==> src/rtl/joy_serial_responder.sv <==
// joy_serial_responder
// Device side of the two-pad serial joystick link. Emulates a 74HC165-style
// parallel-in/serial-out adapter: the host drives joy_clk and joy_load_n
// (both asynchronous, oversampled here) and reads active-low buttons on
// joy_data, pad 1 start first.
// Optional feature macro: JOY_SER_TURBO_EN adds the turbo_mask port and the
// TURBO_DIV autofire divider; the default build has neither.
module joy_serial_responder #(
    parameter int SYNC_STAGES  = 2,
    parameter int FRAME_BITS   = 16,
    parameter int IDLE_TIMEOUT = 1048576
`ifdef JOY_SER_TURBO_EN
    ,
    parameter int TURBO_DIV    = 262144
`endif
) (
    input  logic       clk,
    input  logic       reset_n,
    input  logic [7:0] joy1_i,
    input  logic [7:0] joy2_i,
`ifdef JOY_SER_TURBO_EN
    input  logic [3:0] turbo_mask,
`endif
    input  logic       joy_clk,
    input  logic       joy_load_n,
    output logic       joy_data,
    output logic       frame_done,
    output logic [4:0] shift_count,
    output logic       link_active
);

    localparam int IDLE_W = $clog2(IDLE_TIMEOUT + 1);
    localparam logic [IDLE_W-1:0] IDLE_MAX = IDLE_W'(IDLE_TIMEOUT);
    localparam logic [4:0] FRAME_COUNT = 5'(FRAME_BITS);

    logic [SYNC_STAGES-1:0] clkSync_q;
    logic [SYNC_STAGES-1:0] loadSync_q;
    logic                   clkPrev_q;
    logic                   clkRise;
    logic                   loadSynced;

    logic [7:0]             joy1Eff;
    logic [7:0]             joy2Eff;
    logic [FRAME_BITS-1:0]  frame_q;

    logic [FRAME_BITS-1:0]  shiftReg_q, shiftReg_d;
    logic [4:0]             shiftCount_q, shiftCount_d;
    logic [IDLE_W-1:0]      idleCount_q, idleCount_d;
    logic                   link_q, link_d;
    logic                   frameDone_q, frameDone_d;
    logic                   joyData_q;

    // Synchronizers preset to the idle pin levels so reset release creates no edge
    always_ff @(posedge clk or negedge reset_n) begin
        if (!reset_n) begin
            clkSync_q  <= '0;
            loadSync_q <= '1;
            clkPrev_q  <= 1'b0;
        end else begin
            clkSync_q  <= {clkSync_q[SYNC_STAGES-2:0], joy_clk};
            loadSync_q <= {loadSync_q[SYNC_STAGES-2:0], joy_load_n};
            clkPrev_q  <= clkSync_q[SYNC_STAGES-1];
        end
    end

    assign clkRise    = clkSync_q[SYNC_STAGES-1] & ~clkPrev_q;
    assign loadSynced = loadSync_q[SYNC_STAGES-1];

`ifdef JOY_SER_TURBO_EN
    localparam int TURBO_W = $clog2(TURBO_DIV + 1);
    localparam logic [TURBO_W-1:0] TURBO_LAST = TURBO_W'(TURBO_DIV - 1);

    logic [TURBO_W-1:0] turboCount_q;
    logic               turboPhase_q;

    // Free-running divider flipping the autofire phase every TURBO_DIV clocks
    always_ff @(posedge clk or negedge reset_n) begin
        if (!reset_n) begin
            turboCount_q <= '0;
            turboPhase_q <= 1'b0;
        end else if (turboCount_q == TURBO_LAST) begin
            turboCount_q <= '0;
            turboPhase_q <= ~turboPhase_q;
        end else begin
            turboCount_q <= turboCount_q + 1'b1;
        end
    end

    // Masked A/B buttons only count as pressed during the active turbo phase
    always_comb begin
        joy1Eff = joy1_i;
        joy2Eff = joy2_i;
        if (!turboPhase_q) begin
            joy1Eff[4] = joy1_i[4] & ~turbo_mask[0];
            joy1Eff[6] = joy1_i[6] & ~turbo_mask[1];
            joy2Eff[4] = joy2_i[4] & ~turbo_mask[2];
            joy2Eff[6] = joy2_i[6] & ~turbo_mask[3];
        end
    end
`else
    assign joy1Eff = joy1_i;
    assign joy2Eff = joy2_i;
`endif

    // Active-low snapshot of both pads, pad 1 start in the MSB
    always_ff @(posedge clk or negedge reset_n) begin
        if (!reset_n) begin
            frame_q <= '1;
        end else begin
            frame_q <= {~joy1Eff, ~joy2Eff};
        end
    end

    // Load is transparent and beats shifting; idle timeout forces released bits
    always_comb begin
        shiftReg_d   = shiftReg_q;
        shiftCount_d = shiftCount_q;
        idleCount_d  = idleCount_q;
        link_d       = link_q;
        frameDone_d  = 1'b0;
        if (!loadSynced) begin
            shiftReg_d   = frame_q;
            shiftCount_d = '0;
            idleCount_d  = '0;
            link_d       = 1'b1;
        end else begin
            if (idleCount_q < IDLE_MAX) begin
                idleCount_d = idleCount_q + 1'b1;
            end
            if (idleCount_d == IDLE_MAX) begin
                link_d = 1'b0;
            end
            if (clkRise) begin
                shiftReg_d = {shiftReg_q[FRAME_BITS-2:0], 1'b1};
                if (shiftCount_q < FRAME_COUNT) begin
                    shiftCount_d = shiftCount_q + 5'd1;
                    if (shiftCount_q == FRAME_COUNT - 5'd1) begin
                        frameDone_d = 1'b1;
                    end
                end
            end
            if (!link_d) begin
                shiftReg_d = '1;
            end
        end
    end

    // Link state registers plus the registered serial output
    always_ff @(posedge clk or negedge reset_n) begin
        if (!reset_n) begin
            shiftReg_q   <= '1;
            shiftCount_q <= '0;
            idleCount_q  <= '0;
            link_q       <= 1'b0;
            frameDone_q  <= 1'b0;
            joyData_q    <= 1'b1;
        end else begin
            shiftReg_q   <= shiftReg_d;
            shiftCount_q <= shiftCount_d;
            idleCount_q  <= idleCount_d;
            link_q       <= link_d;
            frameDone_q  <= frameDone_d;
            joyData_q    <= shiftReg_q[FRAME_BITS-1];
        end
    end

    assign joy_data    = joyData_q;
    assign frame_done  = frameDone_q;
    assign shift_count = shiftCount_q;
    assign link_active = link_q;

endmodule

==> config.mk <==
export PLATFORM = sky130hd
export DESIGN_NAME = joy_serial_responder
export DESIGN_NICKNAME = d
export VERILOG_FILES = /design/src/rtl/joy_serial_responder.sv
export SDC_FILE = /design/constraint.sdc
export NUM_CORES = 1
export LEC_CHECK = 0
export BUFFER_PORTS_ARGS = -buffer_cell sky130_fd_sc_hd__buf_2
export CORE_MARGIN = 2
export CORE_UTILIZATION = 36
export DETAILED_ROUTE_END_ITERATION = 8
export MAX_ROUTING_LAYER = met4
export PLACE_DENSITY_LB_ADDON = 0.1
export SLEW_MARGIN = 20
export SYNTH_ARGS = -nofsm -noshare
export SYNTH_HDL_FRONTEND = slang
export SYNTH_SLANG_ARGS = --single-unit
==> constraint.sdc <==
create_clock -name clk -period 6.5 [get_ports clk]
set_input_delay 0.65 -clock clk [delete_from_list [all_inputs] [get_ports clk]]
set_output_delay 0.65 -clock clk [all_outputs]
set_load 0.01 [all_outputs]
==> flow_metrics.py <==
metrics = {
    "outcome": {
        "status": "completed",
    },
    "critical_path": {
        "crit_chain": "ha_1, and4b_1, or4_1, a2111o_1, a22oi_1, nand4_1, nor3b_2, a21o_2",
        "r2r-start": "idleCount_q[0]",
        "cp.arrival_ps": 3330,
        "critPathRequiredTime_ps": 6780,
        "cp_num_buf_inv": 0,
        "r2r-end": "shiftReg_q[5]",
        "critical_path_class": "register to register",
        "crit_path_start": "idleCount_q[0]",
        "slowest_delay_ps": 440,
        "crit_fanout": 11,
        "cp_top_family": "simple AND/OR/NAND/NOR gates",
        "crit_path_start_kind": "register",
        "r2r_setup_slack_ps": 3450,
        "reg2reg_depth": 8,
        "critPathSlowestCell": "dfrtp_1",
        "worstSetupEndpointType": "register",
    },
    "synthesis": {
        "ys_ff_latch": 66,
        "synth_xor_area_share_pct": 6.16,
        "synthArstFlopShare_pct": 100,
        "synth_warnings": 0,
        "syn_avg_cell_area_um2": 10.3,
        "syn_nets": 326,
        "synth_mux_area_share_pct": 0.960,
        "syn_area_um2": 3130,
        "ys_seq_area_share_pct": 54.2,
        "synth_top_family_by_area": "simple AND/OR/NAND/NOR gates",
        "syn_inst": 303,
        "synthDistinctLibCells": 48,
        "synth_adder_area_share_pct": 1.20,
        "yosys.area_share.simple_pct": 21.4,
        "synth_ff_type": "dfstp_2",
        "synth_compound_area_share_pct": 11.1,
        "synth_edf_count": 0,
    },
    "clock_tree": {
        "clk_latency_ps": 340,
        "cts_tree": "done",
        "post-cts-setup-buffer-count": 0,
        "clock-sinks": 66,
        "cts_buffers": 9,
        "cts_hold_buf": 0,
        "h-tree-depth": 3,
        "cts_max_path_buffers": 2,
        "cts.repair.resized": 0,
        "clkTransAtPathRegs_ps": 80,
        "cts_root_buf": "clkbuf_8",
    },
    "grt": {
        "track_usage_pct": 13.6,
        "grt_max_degree": 67,
        "grt_pass1_wl_um": 10200,
        "grtUsageMet3_pct": 3.96,
        "use_met1_pct": 16.4,
        "top_usage_layer": "met2",
        "gr-total-overflow": 0,
        "antenna_found_initial": 0,
        "grt_use_met2_pct": 21.4,
        "grt_pass1_vias": 2171,
    },
    "floorplanning": {
        "coreArea_um2": 8300,
        "initial_core_util_pct": 37.7,
        "die_h_um": 97.2,
        "io_pins": 28,
        "die_x_um": 97.2,
        "die-area_um2": 9450,
        "rows": 33,
    },
    "sta": {
        "period_needed_ps": 3050,
        "report.final.slew_viol_count": 0,
        "final_min_period_over_clock_period_pct": 46.9,
        "worstMarginPinSlew_ps": 812,
        "max-slew-margin-rel_pct": 45.8,
        "grt_setup_unrepaired": "no",
        "fmax_mhz": 328,
        "finalSetupViolations": 0,
        "setup_tns_ps": 0,
        "skew_ps": 8.45,
        "hold_violations": 0,
    },
    "layout": {
        "antennaDiodeCount": 0,
        "instances_no_fill": 436,
        "layout_commonest_cell": "dfstp_2",
        "utilization_pct": 42.3,
        "area_growth_pct": 12.2,
        "nets": 349,
        "drive_gt1_share_pct": 29.0,
        "final_cell_mix": "35 x dfstp_2, 31 x dfrtp_1, 28 x nand2_1, 27 x buf_2, 26 x nor2_1",
    },
    "min_path": {
        "min_path_type": "register to register",
        "worst_hold_startpoint": "clkSync_q[0]",
        "holdPathEnd": "clkSync_q[1]",
        "min_path_cells": 0,
    },
    "routing": {
        "drtIter0Drc": 108,
        "drtAntennaViolNets": 0,
        "totalWireLength_um": 5710,
        "drt-wirelength-per-cell_um": 13.1,
        "via_per_inst": 4.98,
        "drtPass1Iterations": 5,
        "drc": 0,
        "vias": 2171,
    },
    "run": {
        "cap_violations": 0,
    },
    "pwr": {
        "p_per_area_nw_per_um2": 234,
        "p_leak_nw": 1.60,
        "ir_drop_mv": 0.117,
    },
    "place": {
        "io_buffers": 27,
        "routabilityCongestion": 0.760,
        "post-place-cells": 420,
        "hpwl_um": 3600,
    },
}
[state kept, by name (all words and copies together), names as in the netlist]
register and flops:
idleCount_q 21, frame_q 16, shiftReg_q 16, shift_count 5, clkSync_q 2, loadSync_q 2
clkPrev_q 1, frame_done 1, joy_data 1, link_active 1
[logic make-up (layout without fill, tap and decap cells)]
group,count (synthesis),after routing
mux,3,3
flops,66,66
fa+ha+maj,3,3
buf+inv,37,65
compound gates,51,51
simple gates,121,121
xor+xnor,22,22
[through the flow]
| step | hold WS, ps | power, mW | setup WS [ps] | area, um^2 |
|---|---|---|---|---|
| after floorplan | 331 | 0.494 | 4080 | 3130 |
| after global placement | 333 | 0.517 | 3480 | 3330 |
| after detailed placement | 341 | 0.518 | 3450 | 3330 |
| after CTS | 359 | 0.839 | 3430 | 3510 |
| after global routing | 361 | 0.864 | 3290 | 3510 |
| final | 353 | 0.820 | 3450 | 3510 |
[worst max-delay path by stage]
stage	endpoint	cells after the start
2_1_floorplan	shiftReg_q[15]	9
3_3_place_gp	shiftReg_q[8]	8
3_5_place_dp	shiftReg_q[1]	8
4_1_cts	shiftReg_q[5]	8
5_1_grt	shiftReg_q[5]	8
6_report	shiftReg_q[5]	8
[cells in the mapped netlist, types with 2 or more instances]
cell / instances / share of area (%)
a311oi_1: 2 / 0.56
and4_1: 2 / 0.56
and3_1: 3 / 0.60
a21o_2: 8 / 2.2
nor2_1: 26 / 3.1
a21boi_0: 2 / 0.48
o21ai_0: 4 / 0.64
nor4_1: 4 / 0.80
nand4b_1: 2 / 0.56
nand2b_1: 3 / 0.60
nand3_1: 5 / 0.80
nand2_1: 28 / 3.4
a31oi_1: 9 / 1.8
nor2b_1: 4 / 0.80
dfrtp_1: 31 / 25
dfstp_2: 35 / 29
ha_1: 3 / 1.2
buf_2: 5 / 0.80
or4_1: 4 / 0.96
and2_1: 20 / 4.0
xnor2_1: 15 / 4.2
inv_1: 20 / 2.4
nor3_1: 3 / 0.48
a21oi_1: 17 / 2.7
xor2_1: 7 / 2.0
nand4_1: 7 / 1.4
clkbuf_1: 10 / 1.2
mux2i_1: 3 / 0.96
and4b_1: 2 / 0.64
[area by class of cell]
type / instances / area, um^2
well taps: 105 / 131
inverters: 20 / 75.1
multi-input cells: 200 / 1280
clock inverters: 7 / 53.8
clock buffers: 9 / 124
repair buffers: 29 / 150
flip-flops and latches: 66 / 1700
fillers: 829 / 4790
[per-layer routing]
metal  part of all wire (%)  vias up
li1                       -     1074
met1                     48     1045
met2                     47       37
met3                    3.5       15
met4                    2.2        0
met5                      0        -
[where the power goes]
group / switching [mW] / internal [mW] / total [mW] / leakage (nW)
logic: 0.0284 / 0.0232 / 0.0516 / 0.728
clock network: 0.170 / 0.141 / 0.310 / 0.0822
registers: 0.0147 / 0.443 / 0.458 / 0.786
total: 0.213 / 0.607 / 0.820 / 1.60
Note: power is estimated with default switching activity, not from simulation.
